<file path="src/rtl/ysyx_22040000_alu_issue.sv">
// ALU issue stage: decodes RV32I OP/OP-IMM/LUI/AUIPC into an ALU select and operands,
// drives the external combinational ALU from stage 1 and registers its result in stage 2.
`ifndef ALUOP_WIDTH
`define ALUOP_WIDTH 4
`define ALU_ADD  4'd0
`define ALU_SUB  4'd1
`define ALU_SLL  4'd2
`define ALU_SLT  4'd3
`define ALU_SLTU 4'd4
`define ALU_XOR  4'd5
`define ALU_SRL  4'd6
`define ALU_SRA  4'd7
`define ALU_OR   4'd8
`define ALU_AND  4'd9
`define ALU_B    4'd10
`endif

module ysyx_22040000_alu_issue #(
    parameter int DWIDTH = 32
) (
    input  logic                    clock,
    input  logic                    reset,
    input  logic                    flush,
    input  logic                    in_valid,
    output logic                    in_ready,
    input  logic [31:0]             in_inst,
    input  logic [DWIDTH-1:0]       in_pc,
    input  logic [DWIDTH-1:0]       in_rs1_data,
    input  logic [DWIDTH-1:0]       in_rs2_data,
    output logic [`ALUOP_WIDTH-1:0] alu_sel,
    output logic [DWIDTH-1:0]       alu_a,
    output logic [DWIDTH-1:0]       alu_b,
    input  logic [DWIDTH-1:0]       alu_out,
    output logic                    out_valid,
    input  logic                    out_ready,
    output logic [DWIDTH-1:0]       out_result,
    output logic [4:0]              out_rd,
    output logic                    out_wen,
    output logic                    out_illegal
);

    localparam logic [6:0] OPC_OP    = 7'b0110011;
    localparam logic [6:0] OPC_IMM   = 7'b0010011;
    localparam logic [6:0] OPC_LUI   = 7'b0110111;
    localparam logic [6:0] OPC_AUIPC = 7'b0010111;

    generate
        if (DWIDTH != 32) begin : g_width_check
            $error("ysyx_22040000_alu_issue supports DWIDTH = 32 only");
        end
    endgenerate

    function automatic logic [`ALUOP_WIDTH-1:0] base_sel(input logic [2:0] f3);
        case (f3)
            3'b000:  base_sel = `ALU_ADD;
            3'b001:  base_sel = `ALU_SLL;
            3'b010:  base_sel = `ALU_SLT;
            3'b011:  base_sel = `ALU_SLTU;
            3'b100:  base_sel = `ALU_XOR;
            3'b101:  base_sel = `ALU_SRL;
            3'b110:  base_sel = `ALU_OR;
            default: base_sel = `ALU_AND;
        endcase
    endfunction

    logic [6:0] opcode;
    logic [2:0] f3;
    logic [6:0] f7;
    logic [4:0] rd;
    logic [DWIDTH-1:0] imm_i;
    logic [DWIDTH-1:0] imm_u;

    assign opcode = in_inst[6:0];
    assign f3     = in_inst[14:12];
    assign f7     = in_inst[31:25];
    assign rd     = in_inst[11:7];
    assign imm_i  = {{(DWIDTH-12){in_inst[31]}}, in_inst[31:20]};
    assign imm_u  = DWIDTH'({in_inst[31:12], 12'b0});

    logic [`ALUOP_WIDTH-1:0] dec_sel;
    logic [DWIDTH-1:0]       dec_a;
    logic [DWIDTH-1:0]       dec_b;
    logic                    dec_ill;

    always_comb begin
        dec_sel = `ALU_ADD;
        dec_a   = '0;
        dec_b   = '0;
        dec_ill = 1'b0;
        case (opcode)
            OPC_OP: begin
                dec_a = in_rs1_data;
                dec_b = in_rs2_data;
                if (f7 == 7'h00)                        dec_sel = base_sel(f3);
                else if (f7 == 7'h20 && f3 == 3'b000)   dec_sel = `ALU_SUB;
                else if (f7 == 7'h20 && f3 == 3'b101)   dec_sel = `ALU_SRA;
                else                                    dec_ill = 1'b1;
            end
            OPC_IMM: begin
                dec_a   = in_rs1_data;
                dec_b   = imm_i;
                dec_sel = base_sel(f3);
                // Shift immediates reuse imm[11:5] as funct7; the ALU only looks at b[4:0].
                if (f3 == 3'b001 && f7 != 7'h00) begin
                    dec_ill = 1'b1;
                end else if (f3 == 3'b101) begin
                    if (f7 == 7'h20)      dec_sel = `ALU_SRA;
                    else if (f7 != 7'h00) dec_ill = 1'b1;
                end
            end
            OPC_LUI: begin
                dec_sel = `ALU_B;
                dec_b   = imm_u;
            end
            OPC_AUIPC: begin
                dec_a = in_pc;
                dec_b = imm_u;
            end
            default: dec_ill = 1'b1;
        endcase
        if (dec_ill) begin
            dec_sel = `ALU_ADD;
            dec_a   = '0;
            dec_b   = '0;
        end
    end

    logic                    vld_p1;
    logic [`ALUOP_WIDTH-1:0] sel_p1;
    logic [DWIDTH-1:0]       a_p1;
    logic [DWIDTH-1:0]       b_p1;
    logic [4:0]              rd_p1;
    logic                    wen_p1;
    logic                    ill_p1;

    logic                    vld_p2;
    logic [DWIDTH-1:0]       result_p2;
    logic [4:0]              rd_p2;
    logic                    wen_p2;
    logic                    ill_p2;

    logic s1_adv;
    logic accept;

    assign s1_adv   = vld_p1 && (!vld_p2 || out_ready);
    assign in_ready = !vld_p1 || s1_adv;
    assign accept   = in_valid && in_ready;

    // Stage 1: decoded operation held for the external ALU
    always_ff @(posedge clock) begin
        if (reset) begin
            vld_p1 <= 1'b0;
            sel_p1 <= '0;
            a_p1   <= '0;
            b_p1   <= '0;
            rd_p1  <= '0;
            wen_p1 <= 1'b0;
            ill_p1 <= 1'b0;
        end else begin
            if (flush)         vld_p1 <= 1'b0;
            else if (in_ready) vld_p1 <= in_valid;
            if (accept) begin
                sel_p1 <= dec_sel;
                a_p1   <= dec_a;
                b_p1   <= dec_b;
                rd_p1  <= rd;
                wen_p1 <= !dec_ill && (rd != 5'd0);
                ill_p1 <= dec_ill;
            end
        end
    end

    // Stage 2: captured ALU result awaiting writeback
    always_ff @(posedge clock) begin
        if (reset) begin
            vld_p2    <= 1'b0;
            result_p2 <= '0;
            rd_p2     <= '0;
            wen_p2    <= 1'b0;
            ill_p2    <= 1'b0;
        end else begin
            if (flush)       vld_p2 <= 1'b0;
            else if (s1_adv) vld_p2 <= 1'b1;
            else             vld_p2 <= vld_p2 && !out_ready;
            if (s1_adv) begin
                result_p2 <= ill_p1 ? '0 : alu_out;
                rd_p2     <= rd_p1;
                wen_p2    <= wen_p1;
                ill_p2    <= ill_p1;
            end
        end
    end

    assign alu_sel     = sel_p1;
    assign alu_a       = a_p1;
    assign alu_b       = b_p1;
    assign out_valid   = vld_p2;
    assign out_result  = result_p2;
    assign out_rd      = rd_p2;
    assign out_wen     = wen_p2;
    assign out_illegal = ill_p2;

endmodule

</file>
<file path="config.mk">
export PLATFORM = sky130hd
export DESIGN_NAME = ysyx_22040000_alu_issue
export DESIGN_NICKNAME = d
export VERILOG_FILES = /design/src/rtl/ysyx_22040000_alu_issue.sv
export SDC_FILE = /design/constraint.sdc
export NUM_CORES = 1
export LEC_CHECK = 0
export ABC_AREA = 1
export BUFFER_PORTS_ARGS = -buffer_cell sky130_fd_sc_hd__buf_4
export CORE_ASPECT_RATIO = 0.8
export CORE_MARGIN = 10
export CORE_UTILIZATION = 51
export CTS_BUF_LIST = sky130_fd_sc_hd__clkbuf_8
export CTS_CLUSTER_SIZE = 25
export DETAILED_ROUTE_END_ITERATION = 10
export GPL_TIMING_DRIVEN = 0
export PLACE_DENSITY_LB_ADDON = 0.3
export SKIP_LAST_GASP = 1
export SYNTH_ARGS = -nofsm -noshare
export SYNTH_HDL_FRONTEND = slang
export SYNTH_SLANG_ARGS = --single-unit
</file>
<file path="constraint.sdc">
create_clock -name clock -period 2.3 [get_ports clock]
set_input_delay 0.23 -clock clock [delete_from_list [all_inputs] [get_ports clock]]
set_output_delay 0.23 -clock clock [all_outputs]
set_load 0.005 [all_outputs]
</file>
==> qor.txt <==
================================================================================
Clock period minus final worst setup slack                               1894 ps
Post-route worst setup slack                                            406.1 ps
Type of element capturing the critical path                            flip-flop
Clock-pin slew on the worst setup and hold paths                           70 ps
CTS Root Buffer Type                                                sky130_fd_sc_hd__clkbuf_8
Leading cell type in the layout, fill and taps excluded             sky130_fd_sc_hd__buf_4
Count of pins over their slew limit                                            0
Routed length per instance                                              17.17 um
Placed standard-cell area                                              7526 um^2
Number of routed nets with antenna violations                                  0
Floorplan Core Area                                                   10200 um^2
Yosys warns                                                                    0
Antenna diode instance count                                                   0
Post-Syn Area                                                          5301 um^2
Main combinational cell family by area after synthesis              simple AND/OR/NAND/NOR gates
Pre-CTS WS                                                              410.4 ps
Arrival time worst endpoint                                              2260 ps
Accumulated negative setup slack                                            0 ps
Number of buffers inserted to repair setup after CTS                           0
Post-synthesis mux area share                                                 0%
Slew at the pin closest to its max-slew limit                           603.2 ps
Initial antenna violation count                                                0
Vias/cell                                                                  5.247
P_leak                                                                  3.544 nW
Status                                                              finished, final reports clean
DRT Wirelength                                                          20740 um
Ports                                                                        274
Register cell area after layout                                        2322 um^2
Delay of the slowest critical-path stage                                  480 ps
Vertical extent of the die                                              111.2 um
First-pass GRT wire length                                              31460 um
Last weighted congestion value of the routability-driven placer           0.9173
Switching power total                                                   1.111 mW
Synthesized area per cell                                             6.948 um^2
Gate Count Post-Synth                                                        763
Vias post-DR                                                                6338
Number of cells in the design after placement                               1176
Filler Cell Count                                                            809
Post-cts sizing count                                                          0
Ordered cell list for the critical path                             nand3_1 -> nand2_1 -> inv_2 -> clkbuf_1 -> nand3_1 -> a21oi_1
Pin count of the biggest net entering global routing                          17
XOR/XNOR share of the synthesized area                                        0%
Vias in the first global route                                              6148
# Max-Cap Violations                                                           0
Sequential share of the synthesized area                                  43.80%
Placement row count                                                           33
Critical path fanouts, max                                                    10
Most common cell type on the critical path                          sky130_fd_sc_hd__nand3_1
Die footprint                                                         14900 um^2
Internal cell power                                                     3.386 mW
Synth unique cells                                                            25
Commonest cells after routing, fill and taps aside                  sky130_fd_sc_hd__buf_4 (273), sky130_fd_sc_hd__nand2_1 (250), sky130_fd_sc_hd__dfxtp_1 (116)
Remaining global-route overflow                                                0
Max Fclk                                                              0.5280 GHz
Width of the chip                                                       134.0 um
Fin crit share                                                            82.34%
Crit path buf inv count                                                        2
Final Hold Viols                                                               0
Total of hold buffers inserted after clock tree synthesis                      0
Maximum VDD drop                                                       0.3834 mV
Total of buffers placed on input and output ports                            273
Fraction of power consumed by combinational cells                          11.1%
Post-detail-place hpwl                                                  16130 um
1st-pass router iterations                                                     5
Worst min path class                                                   in -> reg
CTS H-tree depth                                                               4
Area taken by multi-input logic gates                                  2623 um^2
Fraction of the mapped netlist area in compound gates                     16.47%
Sw Share                                                                  24.71%
Clock network latency to the later pin of the worst-skew pair             440 ps
Flip-flop and latch count after synthesis                                    116
Total nets after synthesis                                                   928
DRC violation count after routing                                              0
CTS max path bufs                                                              2
Number of buffers created by CTS                                              17
Layout Skew                                                             7.234 ps
Normalized max-slew margin                                                59.79%
Number of clock sinks seen by CTS                                            116
Simple-gate area share of the yosys netlist                               33.00%
Number of standard cells in the layout, taps in and fillers out             1208
Sequential group share of total power                                      45.7%
Finished layout cell area                                              7935 um^2
Area added between synthesis and finish                                   49.68%
Final setup violation count                                                    0
Setup repair after global routing missed its margin                           no
Required time of the critical path                                       2670 ps
Effective utilization at floorplan                                        51.98%
Clock group share of total power                                           43.2%
CP Launch Type                                                         flip-flop
Adder-cell share of the synthesized area                                      0%
Fraction of final layout cells with drive strength greater than 1         33.05%
Class of the most critical setup path                                 reg -> reg
Iteration-0 DRC Markers                                                      630
TritonCTS clock tree                                                        done
Power density cells                                                 566.8 nW/um^2
Net total in the final layout                                               1220
Cell with the biggest individual delay on the critical path         sky130_fd_sc_hd__clkbuf_1
Global-route total usage across every layer                               26.28%
CP top delay family                                                 buffers and inverters
================================================================================
-- metal layers --
layer | track usage (%) | vias to the layer above | wire [um]
met5 | 0 | - | 0
li1 | - | 3105 | -
met2 | 44.00 | 307 | 9977
met4 | 9.413 | 0 | 568
met1 | 28.96 | 2882 | 8019
met3 | 11.41 | 44 | 2174
-- logic make-up (layout without fill, tap and decap cells) --
group,after synthesis,count (layout)
flops,116,116
simple gates,412,412
compound gates,156,156
buf+inv,79,384
-- tightest hold or removal path, stage by stage --
cell and delay, ps:
sky130_fd_sc_hd__buf_4 80, sky130_fd_sc_hd__a22oi_1 50, sky130_fd_sc_hd__nor2_1 70
-- area by class of cell --
class	count	area share [%]
Multi-Input combinational cell	568	33.05
Sequential cell	116	29.27
Timing Repair Buffer	273	25.83
Buffer	55	3.359
Clock buffer	18	3.122
Tap cell	140	2.208
Clock inverter	14	2.034
Inverter	24	1.135
-- per-stage QoR --
stage | hold WS, ps | util (%) | total power [mW]
floorplan | 377.9 | - | 2.268
global placement | 452.6 | 73.79 | 2.583
detailed placement | 455.7 | 73.79 | 2.590
CTS | 10.73 | 77.81 | 4.501
global route | 13.39 | 77.81 | 4.641
finish | 22.60 | 77.81 | 4.497
-- sequential cells by signal, summed over array words and instances, names as in the netlist --
name,flops
alu_a,32
alu_b,32
out_result,32
out_rd,5
rd_p1,5
alu_sel,4
ill_p1,1
out_illegal,1
out_valid,1
out_wen,1
vld_p1,1
wen_p1,1
-- synth_stat cells --
cell / count / area, um^2
sky130_fd_sc_hd__nand2_2: 4 / 25.02
sky130_fd_sc_hd__inv_1: 17 / 63.81
sky130_fd_sc_hd__buf_6: 3 / 33.78
sky130_fd_sc_hd__nand3_2: 11 / 110.1
sky130_fd_sc_hd__nand2_1: 250 / 938.4
sky130_fd_sc_hd__nor3_2: 1 / 10.01
sky130_fd_sc_hd__inv_2: 7 / 26.28
sky130_fd_sc_hd__a21oi_1: 100 / 500.5
sky130_fd_sc_hd__buf_12: 1 / 20.02
sky130_fd_sc_hd__o21a_1: 1 / 7.510
sky130_fd_sc_hd__nor2_4: 2 / 22.52
sky130_fd_sc_hd__o211ai_1: 4 / 30.03
sky130_fd_sc_hd__buf_1: 1 / 3.750
sky130_fd_sc_hd__dfxtp_1: 116 / 2322
sky130_fd_sc_hd__nand3_1: 71 / 355.3
sky130_fd_sc_hd__nand4_1: 1 / 6.260
sky130_fd_sc_hd__clkbuf_1: 33 / 123.9
sky130_fd_sc_hd__a22oi_1: 32 / 240.2
sky130_fd_sc_hd__o21ai_0: 17 / 85.08
sky130_fd_sc_hd__nor2_2: 2 / 12.51
sky130_fd_sc_hd__nor2_1: 66 / 247.7
sky130_fd_sc_hd__nor3_1: 3 / 15.01
sky130_fd_sc_hd__buf_2: 17 / 85.08
sky130_fd_sc_hd__o21ai_1: 2 / 10.01
sky130_fd_sc_hd__or2_2: 1 / 6.260
-- power groups by stage --
stage	registers (mW)	logic (mW)	clock network, mW
final	2.05	0.499	1.94
after global routing	2.06	0.540	2.04
after CTS	2.05	0.495	1.95
after detailed placement	2.10	0.491	0
after global placement	2.10	0.485	0
after floorplan	2.10	0.169	0
-- worst paths after layout --
check	startpoint	end	slack, ps	cells after the start
worst max-delay path	out_valid	alu_b[17]	410	6
worst max register to register	out_valid	alu_b[17]	410	6
worst min register to register	alu_a[28]	alu_a[28]	460	2
worst min-delay path	alu_out[3]	out_result[3]	20	3
Power figures use the tool's default switching activity.
